File: src/rtl/rom_arbiter.sv
// rtl/rom_arbiter.sv - round-robin arbiter sharing one ROM among NREQ requesters
// Optional feature macro: ROM_ARBITER_FIXED_PRIO_EN (requester 0 fixed highest
// priority, requesters 1..NREQ-1 round-robin among themselves).
module rom_arbiter #(
  parameter int NREQ    = 4,
  parameter int ADDRW   = 8,
  parameter int WIDTH   = 8,
  parameter int ROM_LAT = 1
) (
  input  logic                  clk,
  input  logic                  rst_n,
  input  logic [NREQ-1:0]       req,
  input  logic [NREQ*ADDRW-1:0] req_addr,
  output logic [NREQ-1:0]       gnt,
  output logic [ADDRW-1:0]      rom_addr,
  input  logic [WIDTH-1:0]      rom_data,
  output logic [NREQ-1:0]       rsp_valid,
  output logic [WIDTH-1:0]      rsp_data,
  output logic                  busy
);

  localparam int PTRW = (NREQ > 1) ? $clog2(NREQ) : 1;
  localparam logic [PTRW-1:0] LAST_IDX = PTRW'(NREQ - 1);

  logic [PTRW-1:0]  r_ptr;
  logic [ADDRW-1:0] r_rom_addr;
  logic [NREQ-1:0]  r_tag [ROM_LAT];

  logic [NREQ-1:0]  w_gnt_raw;
  logic [PTRW-1:0]  w_win;
  logic             w_found;
  logic             w_grant_any;
  logic [ADDRW-1:0] w_sel_addr;
  logic [ADDRW-1:0] w_addr_arr [NREQ];
  logic             w_busy;

  // Unpack the flattened request address bus into one entry per requester.
  genvar g;
  generate
    for (g = 0; g < NREQ; g++) begin : g_unpack
      assign w_addr_arr[g] = req_addr[g*ADDRW +: ADDRW];
    end
  endgenerate

`ifdef ROM_ARBITER_FIXED_PRIO_EN
  // Requester 0 wins outright; others are searched from ptr over 1..NREQ-1.
  always_comb begin
    int base;
    int idx;
    w_gnt_raw = '0;
    w_win     = '0;
    w_found   = 1'b0;
    base      = (r_ptr == '0) ? 1 : int'(r_ptr);
    idx       = 0;
    if (req[0]) begin
      w_gnt_raw[0] = 1'b1;
      w_found      = 1'b1;
    end else begin
      for (int k = 0; k < NREQ - 1; k++) begin
        idx = base + k;
        if (idx >= NREQ) idx = idx - (NREQ - 1);
        if (!w_found && req[PTRW'(idx)]) begin
          w_found               = 1'b1;
          w_win                 = PTRW'(idx);
          w_gnt_raw[PTRW'(idx)] = 1'b1;
        end
      end
    end
  end
`else
  // Pure round-robin: first requesting index at or after ptr, wrapping.
  always_comb begin
    int idx;
    w_gnt_raw = '0;
    w_win     = '0;
    w_found   = 1'b0;
    idx       = 0;
    for (int k = 0; k < NREQ; k++) begin
      idx = int'(r_ptr) + k;
      if (idx >= NREQ) idx = idx - NREQ;
      if (!w_found && req[PTRW'(idx)]) begin
        w_found               = 1'b1;
        w_win                 = PTRW'(idx);
        w_gnt_raw[PTRW'(idx)] = 1'b1;
      end
    end
  end
`endif

  // Grant is suppressed while reset is held so nothing enters the pipeline.
  always_comb begin
    w_grant_any = rst_n & w_found;
    gnt         = rst_n ? w_gnt_raw : '0;
    w_sel_addr  = w_addr_arr[w_win];
    rom_addr    = w_grant_any ? w_sel_addr : r_rom_addr;
  end

  // Rotate the search pointer past the winner; hold it when idle.
  always_ff @(posedge clk) begin
    if (!rst_n) begin
      r_ptr <= '0;
    end else if (w_grant_any) begin
`ifdef ROM_ARBITER_FIXED_PRIO_EN
      // Grants to requester 0 leave the rotation among 1..NREQ-1 untouched.
      if (w_win != '0) begin
        r_ptr <= (w_win == LAST_IDX) ? PTRW'(1) : w_win + PTRW'(1);
      end
`else
      r_ptr <= (w_win == LAST_IDX) ? '0 : w_win + PTRW'(1);
`endif
    end
  end

  // Remember the last granted address so the ROM address holds when idle.
  always_ff @(posedge clk) begin
    if (!rst_n) begin
      r_rom_addr <= '0;
    end else if (w_grant_any) begin
      r_rom_addr <= w_sel_addr;
    end
  end

  // Tag pipeline carries the one-hot owner alongside the ROM read latency.
  always_ff @(posedge clk) begin
    if (!rst_n) begin
      for (int s = 0; s < ROM_LAT; s++) r_tag[s] <= '0;
    end else begin
      r_tag[0] <= gnt;
      for (int s = 1; s < ROM_LAT; s++) r_tag[s] <= r_tag[s-1];
    end
  end

  // Busy whenever any stage still holds an outstanding read.
  always_comb begin
    w_busy = 1'b0;
    for (int s = 0; s < ROM_LAT; s++) w_busy = w_busy | (|r_tag[s]);
  end

  assign rsp_valid = r_tag[ROM_LAT-1];
  assign rsp_data  = rom_data;
  assign busy      = w_busy;

endmodule

File: config.mk
export PLATFORM = sky130hd
export DESIGN_NAME = rom_arbiter
export DESIGN_NICKNAME = d
export VERILOG_FILES = /design/src/rtl/rom_arbiter.sv
export SDC_FILE = /design/constraint.sdc
export NUM_CORES = 1
export LEC_CHECK = 0
export CORE_MARGIN = 2
export CORE_UTILIZATION = 42
export CTS_CLUSTER_DIAMETER = 100
export DETAILED_ROUTE_END_ITERATION = 10
export HOLD_SLACK_MARGIN = 0.03
export PLACE_DENSITY = 0.83
export RECOVER_POWER = 100
export SLEW_MARGIN = 25
export SYNTH_ARGS = -nofsm -noshare
export SYNTH_HDL_FRONTEND = slang
export SYNTH_SLANG_ARGS = --single-unit
File: constraint.sdc
create_clock -name clk -period 4.1 [get_ports clk]
set_input_delay 0.82 -clock clk [delete_from_list [all_inputs] [get_ports clk]]
set_output_delay 0.82 -clock clk [all_outputs]
set_load 0.05 [all_outputs]
==> results.md, run 1 <==
* Flops & latches, synth at 14
* Slew @ Worst Pin at 0.598 ns
* Clock tree root driver cell: clkbuf_8
* P_leak at 0.994 nW
* Synth warn at 0
* Mapped cell area at 1550 µm²
* Total GRT Usage at 0.203
* Max VDD drop at 0.499 mV
* Comb pwr share at 0.805
* Max-slew headroom at 0.603
* Status: completed
* CTS tree: yes
* Synth async-reset ratio at 0
* CTS Buffer Depth at 2
* Post-Syn Nets at 254
* Rows at 22
* Area leader, netlist: dfxtp_1
* Ys flop type: dfxtp_1
* Largest net degree at the start of global routing at 31
* Die H at 64.7 µm
* Post-Route WL at 4010 µm
* Max Transition Viols Final at 0
* Most common cell in the netlist: nand2_1
* Class of the worst hold path: reg -> reg
* Crit start category: register
* Drt via density at 5.49
* Setup Crit Path Kind: reg -> out
* Setup TNS at 0 ns
* WP buf/inv at 3
* GRT overflow at 0
* Final Setup Violations at 0
* Placed cell area at 2290 µm²
* Share of layout cells above drive strength 1 at 0.202
* Distinct cells, synth at 46
* P per Cell Area at 824 nW/µm²
* Crit Path Max Fanout at 9
* Final Worst Setup Slack at 0.261 ns
* Number of synthesized flops with an enable pin at 0
* Post-synthesis sequential area ratio at 0.181
* Data required, critical path at 3.28 ns
* Clock group share of total power at 0.077
* Layout area overhead at 42.2%
* RD Place Congestion at 0.910
* PortBufs at 54
* Max incr delay on CP at 0.57 ns
* Core Area at 3610 µm²
* Skew-Pair Late Insertion Delay at 0.25 ns
* Clk sink count at 14
* Max Freq at 260 MHz
* Util after Layout at 0.611
* Net Sw Frac at 0.537
* CP max stage cell: or4_1
* Tot Pwr at 1.82 mW
* Switching power at 975 µW
* Pre-CTS setup slack at 0.00803 ns
* Remaining antenna violation count at 0
* Flop pwr share at 0.118
* Clock-pin transition on the worst setup and hold timing paths at 0.06 ns
* DR pass1 iterations at 4
* Crit path cell chain: inv_1 -> ha_1 -> mux4_2 -> or4_1 -> nand2_4 -> nor3_2 -> buf_4 -> o21ai_0 -> nand3_1 -> buf_12
* CTS buffer count at 3
* CTS resizes at 1
* Wirelength per Cell at 13.2 µm
* Fin. Hold Viols at 0
* Nets at 312
* Yosys top cell area share at 0.181
* Number of global-route vias before repair at 1540
* Max-cap violations at 0
* Clock Skew at 0.00372 ns
* Post-CTS Hold Buffers at 0
* DRC at 0
* 1st-iter DRT viols at 95
* Io pins at 71
* Die X at 64.7 µm
* Initial antenna violation count at 0
* WP data arrival at 3.02 ns
* Critical path endpoint category: primary output
* Post-CTS Setup Bufs at 0
* Top post-synthesis cells by area: dfxtp_1 (18%), a21boi_0 (7.3%), and3_1 (6.9%), ha_1 (6.5%), nand2_1 (6.1%)
* Period utilisation layout at 0.936
* R2r setup slk at 1.26 ns
* Die ar. at 4190 µm²
* Starting Density at 0.430
* Pint at 840 µW
* Cells after synthesis at 200
* Syn Area/Cell at 7.74 µm²
* HPWL Detailed at 3190 µm
* Synth cell count leaders: nand2_1 (25), and3_1 (17), nand3_1 (17)
* Htree depth at 1
* First-pass GRT wire length at 6760 µm
* RSZ-0062 raised after global routing: no
* CP top delay family: simple AND/OR/NAND/NOR gates
* Min Clock Period, post-route at 3.84 ns
* Fin area at 2200 µm²
* Inserted Diodes at 0
* Via count at 1675
## worst register-to-register path, cell delays in order (launching register included)
cell	delay (ns)
dfxtp_1	0.32
inv_1	0.14
ha_1	0.37
mux4_2	0.56
or4_1	0.57
clkbuf_1	0.17
nor2_1	0.43
nand2_1	0.12
nand3_1	0.10
## registers in the layout, summed over array words and instances (netlist names)
signal and flops:
r_rom_addr 8, r_ptr 2, r_tag 4
## logic make-up after synthesis
| logic type | after synthesis | share of synthesized area |
|---|---|---|
| adders and majority gates | 8 | 0.0646 |
| AOI/OAI and AO/OA | 60 | 0.271 |
| muxes | 11 | 0.109 |
| xor gates and xnor gates | 1 | 0.00566 |
| buffers and inverters | 27 | 0.103 |
| DFF | 14 | 0.181 |
| and+or+nand+nor | 79 | 0.266 |
## layout make-up
| class | instances | area (µm²) |
|---|---|---|
| fillers | 319 | 1400 |
| multi-input cells | 159 | 1100 |
| repair buffers | 75 | 684 |
| flip-flops and latches | 14 | 280 |
| well taps | 48 | 60.1 |
| clock buffers | 4 | 55.1 |
| inverters | 5 | 18.8 |
## power groups by stage
stage / registers (mW) / logic, mW / clock network (mW)
after floorplan: 0.270 / 0.996 / 0
after global placement: 0.214 / 1.65 / 0
after detailed placement: 0.217 / 1.67 / 0
after CTS: 0.214 / 1.68 / 0.140
after global routing: 0.219 / 1.58 / 0.147
final: 0.213 / 1.46 / 0.140
## final timing paths
kind | from | end | depth (start not counted)
max | r_ptr[1]$_SDFFE_PN0N_ | rom_addr[2] | 10
min | r_rom_addr[6]$_SDFF_PN0_ | r_rom_addr[6]$_SDFF_PN0_ | 2
max reg2reg | r_ptr[1]$_SDFFE_PN0N_ | r_rom_addr[5]$_SDFF_PN0_ | 8
min reg2reg | r_rom_addr[6]$_SDFF_PN0_ | r_rom_addr[6]$_SDFF_PN0_ | 2
## layout by cell type, fill, tap and decap left out, types with 2 or more instances in the layout
master and n:
mux2_2 4, buf_2 3, mux4_2 4, o221ai_1 2, ha_1 8, nor2_1 8, clkbuf_8 4, clkbuf_1 5
buf_4 19, and3_1 17, o21ai_2 7, a21boi_0 15, nand2_1 25, dfxtp_1 14, nand3_1 17, dlygate4sd3_1 5
o21ai_1 5, a22oi_1 2, inv_1 5, buf_12 3, clkbuf_2 2, a21oi_1 10, clkdlybuf4s50_1 33, a31oi_1 3
or4_1 2, o21ai_0 8, mux2i_1 3, dlymetal6s2s_1 4
## through the flow
step	hold slack (ns)	std cells
after floorplan	0.439	200
after global routing	0.497	305
after CTS	0.473	305
final	0.470	305
after global placement	0.449	301
after detailed placement	0.458	301
## metal layers
layer	part of all wire	routed length (µm)	global-route usage	vias to the layer above
li1	-	-	-	837
met1	0.43	1740	0.259	781
met2	0.51	2030	0.339	51
met3	0.045	181	0.0365	6
met4	0.014	57	0.0745	0
met5	0	0	0	-
No activity file was read; power rests on OpenSTA's default activity.
==> inputs of run 2 (changes only) <==
- CORE_UTILIZATION: 42 -> 38
- CTS_CLUSTER_SIZE: default -> 10
- PLACE_DENSITY: 0.83 -> 0.79
- SKIP_LAST_GASP: default -> 1
- clock period: 4.1 -> 3.3 ns (I/O delays scaled with it)
==> results.md, run 2 (synthesis gave the netlist of run 1 again) <==
* CP startpoint: r_ptr[0]$_SDFFE_PN0N_
* Crit start category: register
* Setup Crit Path Kind: reg -> out
* Status: finished with violations
* P_leak at 1.19 nW
* Max incr delay on CP at 0.52 ns
* Crit path cell chain: inv_2 -> ha_4 -> mux4_2 -> buf_6 -> nor2_4 -> and4_4 -> buf_12 -> o21ba_4 -> o21ai_2 -> nand3_4 -> buf_8
* DRC at 0
* Layout area overhead at 81.3%
* Commonest non-fill, non-tap cell in the layout: buf_4
* CP top delay family: multiplexers
* Max VDD drop at 0.717 mV
* Setup TNS at -0.292 ns
* PortBufs at 54
* Period utilisation layout at 1.01
* Clock Skew at 0.00352 ns
* RD Place Congestion at 0.827
* Reg2reg end: r_rom_addr[7]$_SDFF_PN0_
* Starting Density at 0.390
* Wirelength per Cell at 14.7 µm
* Number of global-route vias before repair at 1710
* Clock-pin transition on the worst setup and hold timing paths at 0.06 ns
* Pint at 1.55 mW
* Critical path endpoint category: primary output
* Total GRT Usage at 0.222
* RSZ-0062 raised after global routing: yes
* WP buf/inv at 4
* CTS tree: yes
* P per Cell Area at 1080 nW/µm²
* GRT overflow at 0
* Die H at 67.8 µm
* Remaining antenna violation count at 0
* Most frequent cells in the layout: buf_4 (36), clkdlybuf4s50_1 (34), nand2_1 (24)
* Hold Crit Depth at 2
* Max Transition Viols Final at 0
* CP Capture Point: rom_addr[7]
* Max Freq at 300 MHz
* CTS buffer count at 3
* Crit path depth at 11
* Inserted Diodes at 0
* DR pass1 iterations at 4
* Biggest regs: r_rom_addr: 8 flops, r_tag: 4 flops, r_ptr: 2 flops
* Switching power at 1.49 mW
* Post-Route WL at 4840 µm
* Comb pwr share at 0.863
* DP Cell Count at 319
* Worst R2R Start: r_ptr[0]$_SDFFE_PN0N_
* HPWL Detailed at 3450 µm
* Clock tree root driver cell: clkbuf_8
* 1st-iter DRT viols at 119
* Post-CTS Hold Buffers at 0
* Net Sw Frac at 0.491
* Htree depth at 1
* Clock group share of total power at 0.047
* Clk sink count at 14
* Share of layout cells above drive strength 1 at 0.409
* Max-slew headroom at 0.668
* Die ar. at 4600 µm²
* Final Setup Violations at 9
* Slew @ Worst Pin at 0.496 ns
* Class of the worst hold path: reg -> reg
* Final Worst Setup Slack at -0.0388 ns
* Core Area at 3970 µm²
* CTS Buffer Depth at 2
* Max-cap violations at 0
* Nets at 335
* First-pass GRT wire length at 7840 µm
* Drt via density at 5.45
* Die X at 67.8 µm
* Largest net degree at the start of global routing at 16
* Fin area at 2810 µm²
* Crit Path Max Fanout at 7
* Min Clock Period, post-route at 3.34 ns
* Rows at 23
* Via count at 1792
* Reg with most FFs: r_rom_addr
* Tot Pwr at 3.04 mW
* Flop pwr share at 0.089
* Failing checks: negative setup slack
* R2r setup slk at 0.67 ns
* R2R depth at 9
* Fin cells at 329
* Io pins at 71
* WP data arrival at 2.68 ns
* Number of flip-flops in the largest register at 8
* Initial antenna violation count at 0
* Placed cell area at 2530 µm²
* Data required, critical path at 2.64 ns
* Skew-Pair Late Insertion Delay at 0.25 ns
* CP max stage cell: mux4_2
* Fin. Hold Viols at 0
run 2: area by class of cell:
type                            count  area (µm²)
Timing Repair Buffer               98        1030
Multi-Input combinational cell    159        1370
Inverter                            5        18.8
Sequential cell                    14         283
Clock buffer                        3        41.3
Tap cell                           50        62.6
Fill cell                         272        1160
run 2: worst reg2reg max path, delay by kind of cell (launching register included):
| kind | cells | cell delay, ns |
|---|---|---|
| multiplexers | 1 | 0.52 |
| flip-flops | 1 | 0.34 |
| buffers and inverters | 3 | 0.35 |
| adder cells (fa/ha/maj) | 1 | 0.27 |
| AND/OR/NAND/NOR | 4 | 1.08 |
run 2: routing by layer:
metal / global-route usage / up-vias / share of wire
li1: - / 881 / -
met4: 0.0550 / 0 / 0.020
met5: 0 / - / 0
met1: 0.276 / 836 / 0.39
met3: 0.0411 / 13 / 0.048
met2: 0.395 / 62 / 0.54
run 2: power by group through the flow:
stage	registers, mW	clock network [mW]	logic [mW]
global route	0.279	0.152	2.80
floorplan	0.338	0	1.37
global placement	0.270	0	2.26
finish	0.272	0.143	2.62
detailed placement	0.272	0	2.30
CTS	0.272	0.146	2.52
run 2: what timing repair did:
item                       in CTS  in global routing
pin swaps                       8                  3
cloned                          0                  0
resized for setup              41                 12
setup buffers                   4                  4
setup endpoints to repair      11                 10
run 2: how the worst min path moves through the flow:
stage          slack (ns)                      from                        to
4_1_cts              0.47  r_rom_addr[1]$_SDFF_PN0_  r_rom_addr[1]$_SDFF_PN0_
2_1_floorplan        0.44  r_rom_addr[0]$_SDFF_PN0_  r_rom_addr[0]$_SDFF_PN0_
3_3_place_gp         0.45  r_rom_addr[2]$_SDFF_PN0_  r_rom_addr[2]$_SDFF_PN0_
3_5_place_dp         0.46  r_rom_addr[1]$_SDFF_PN0_  r_rom_addr[1]$_SDFF_PN0_
5_1_grt              0.51  r_rom_addr[1]$_SDFF_PN0_  r_rom_addr[1]$_SDFF_PN0_
6_report             0.47  r_rom_addr[4]$_SDFF_PN0_  r_rom_addr[4]$_SDFF_PN0_
run 2: through the flow:
| step | util | setup slack, ns | hold WS, ns |
|---|---|---|---|
| 2_1_floorplan | - | -0.216 | 0.439 |
| 3_3_place_gp | 0.636 | -0.393 | 0.450 |
| 3_5_place_dp | 0.636 | -0.474 | 0.456 |
| 4_1_cts | 0.689 | -0.0200 | 0.474 |
| 5_1_grt | 0.707 | -0.123 | 0.511 |
| 6_report | 0.707 | -0.0388 | 0.473 |
==> inputs of run 3 (changes only) <==
- CORE_MARGIN: 2 -> default
==> results.md, run 3 (synthesis gave the netlist of run 1 again) <==
* Nets at 338
* Post-CTS Hold Buffers at 0
* Share of layout cells above drive strength 1 at 0.401
* DRC at 0
* P_leak at 1.17 nW
* First-pass GRT wire length at 8270 µm
* Status: finished with violations
* Met2 Track Usage GR at 0.440
* Met1 Resource Use GR at 0.292
* Period utilisation layout at 1.02
* Slew @ Worst Pin at 0.669 ns
* Max-slew headroom at 0.548
* GR met3 Demand/Resource at 0.0534
* Inserted Diodes at 0
* Wirelength per Cell at 15.1 µm
* Critical path endpoint category: primary output
* RSZ-0062 raised after global routing: yes
* WP data arrival at 2.72 ns
* Max-cap violations at 0
* Io pins at 71
* DR pass1 iterations at 4
* Core Area at 3770 µm²
* P per Cell Area at 1100 nW/µm²
* Rows at 22
* RD Place Congestion at 0.899
* Most frequent cells in the layout: buf_4 (43), clkdlybuf4s50_1 (33), nand2_1 (25)
* Final Worst Setup Slack at -0.0785 ns
* Fin. Hold Viols at 0
* Die ar. at 4340 µm²
* Clock tree root driver cell: clkbuf_8
* Die H at 65.8 µm
* CTS buffer count at 3
* Largest net degree at the start of global routing at 18
* Drt via density at 5.46
* Starting Density at 0.411
* Crit Path Max Fanout at 7
* 1st-iter DRT viols at 90
* Skew-Pair Late Insertion Delay at 0.24 ns
* Final Setup Violations at 9
* Max Transition Viols Final at 0
* Tot Pwr at 3.03 mW
* Min Clock Period, post-route at 3.38 ns
* Die X at 65.8 µm
* GR peak layer: met2
* Pre-CTS setup slack at -0.489 ns
* Total GRT Usage at 0.250
* Commonest non-fill, non-tap cell in the layout: buf_4
* Clk sink count at 14
* Crit start category: register
* Max Freq at 296 MHz
* Layout area overhead at 78.2%
* Clock Skew at 0.00247 ns
* GRT overflow at 0
* Failing checks: negative setup slack
* Class of the worst hold path: reg -> reg
* Setup Crit Path Kind: reg -> out
* Reg with most FFs: r_rom_addr
* Remaining antenna violation count at 0
* CTS Buffer Depth at 2
* Number of flip-flops in the largest register at 8
* Clock-pin transition on the worst setup and hold timing paths at 0.05 ns
* CTS tree: yes
* Htree depth at 1
* Post-Route WL at 4990 µm
* Util after Layout at 0.732
* Data required, critical path at 2.64 ns
* DP Cell Count at 318
* Max VDD drop at 0.691 mV
* Via count at 1803
* HPWL Detailed at 3640 µm
* PortBufs at 54
* Fin cells at 330
* Biggest regs: r_rom_addr: 8 flops, r_tag: 4 flops, r_ptr: 2 flops
* Initial antenna violation count at 0
* Number of global-route vias before repair at 1831
run 3: repair_timing:
| item | 4_1_cts | 5_1_grt |
|---|---|---|
| buffers inserted | 7 | 3 |
| endpoints found under the setup margin | 12 | 9 |
| gates resized for setup | 45 | 2 |
| pin swaps | 12 | 2 |
run 3: final timing paths:
| kind | startpoint | endpoint | slack, ns | cells after the start |
|---|---|---|---|---|
| setup / recovery | r_ptr[1]$_SDFFE_PN0N_ | rom_addr[0] | -0.08 | 9 |
| hold / removal | r_rom_addr[6]$_SDFF_PN0_ | r_rom_addr[6]$_SDFF_PN0_ | 0.48 | 2 |
| setup reg to reg | r_ptr[1]$_SDFFE_PN0N_ | r_rom_addr[0]$_SDFF_PN0_ | 0.63 | 8 |
| hold reg to reg | r_rom_addr[6]$_SDFF_PN0_ | r_rom_addr[6]$_SDFF_PN0_ | 0.48 | 2 |
run 3: final cells by class:
cell class	instances	area, µm²
Clock buffer	3	41.3
Fill cell	267	1010
Inverter	5	18.8
Timing Repair Buffer	101	992
Multi-Input combinational cell	159	1370
Tap cell	48	60.1
Sequential cell	14	283
run 3: critical path, stage by stage (launching register included):
cell	delay, ns
dfxtp_2	0.33
inv_2	0.05
ha_4	0.27
mux4_2	0.54
or4_4	0.52
nand2_4	0.12
o21ba_4	0.24
o21ai_4	0.11
nand3_4	0.11
buf_12	0.16
run 3: through the flow:
stage	TNS (ns)	hold WS [ns]	cell area [µm²]
floorplan	-1.68	0.439	1680
global placement	-3.66	0.450	2530
detailed placement	-4.39	0.462	2530
CTS	-0.156	0.479	2730
global route	-1.11	0.507	2760
finish	-0.442	0.481	2760
run 3: metal layers:
metal | part of all wire | wire, µm
met3 | 0.040 | 198
met4 | 0.018 | 89
met1 | 0.42 | 2100
met2 | 0.52 | 2600
met5 | 0 | 0
run 3: report_power, final:
part	internal [mW]	switching [mW]	total, mW
Clock	0.0804	0.0524	0.133
Combinational	1.21	1.42	2.63
Sequential	0.240	0.0329	0.273
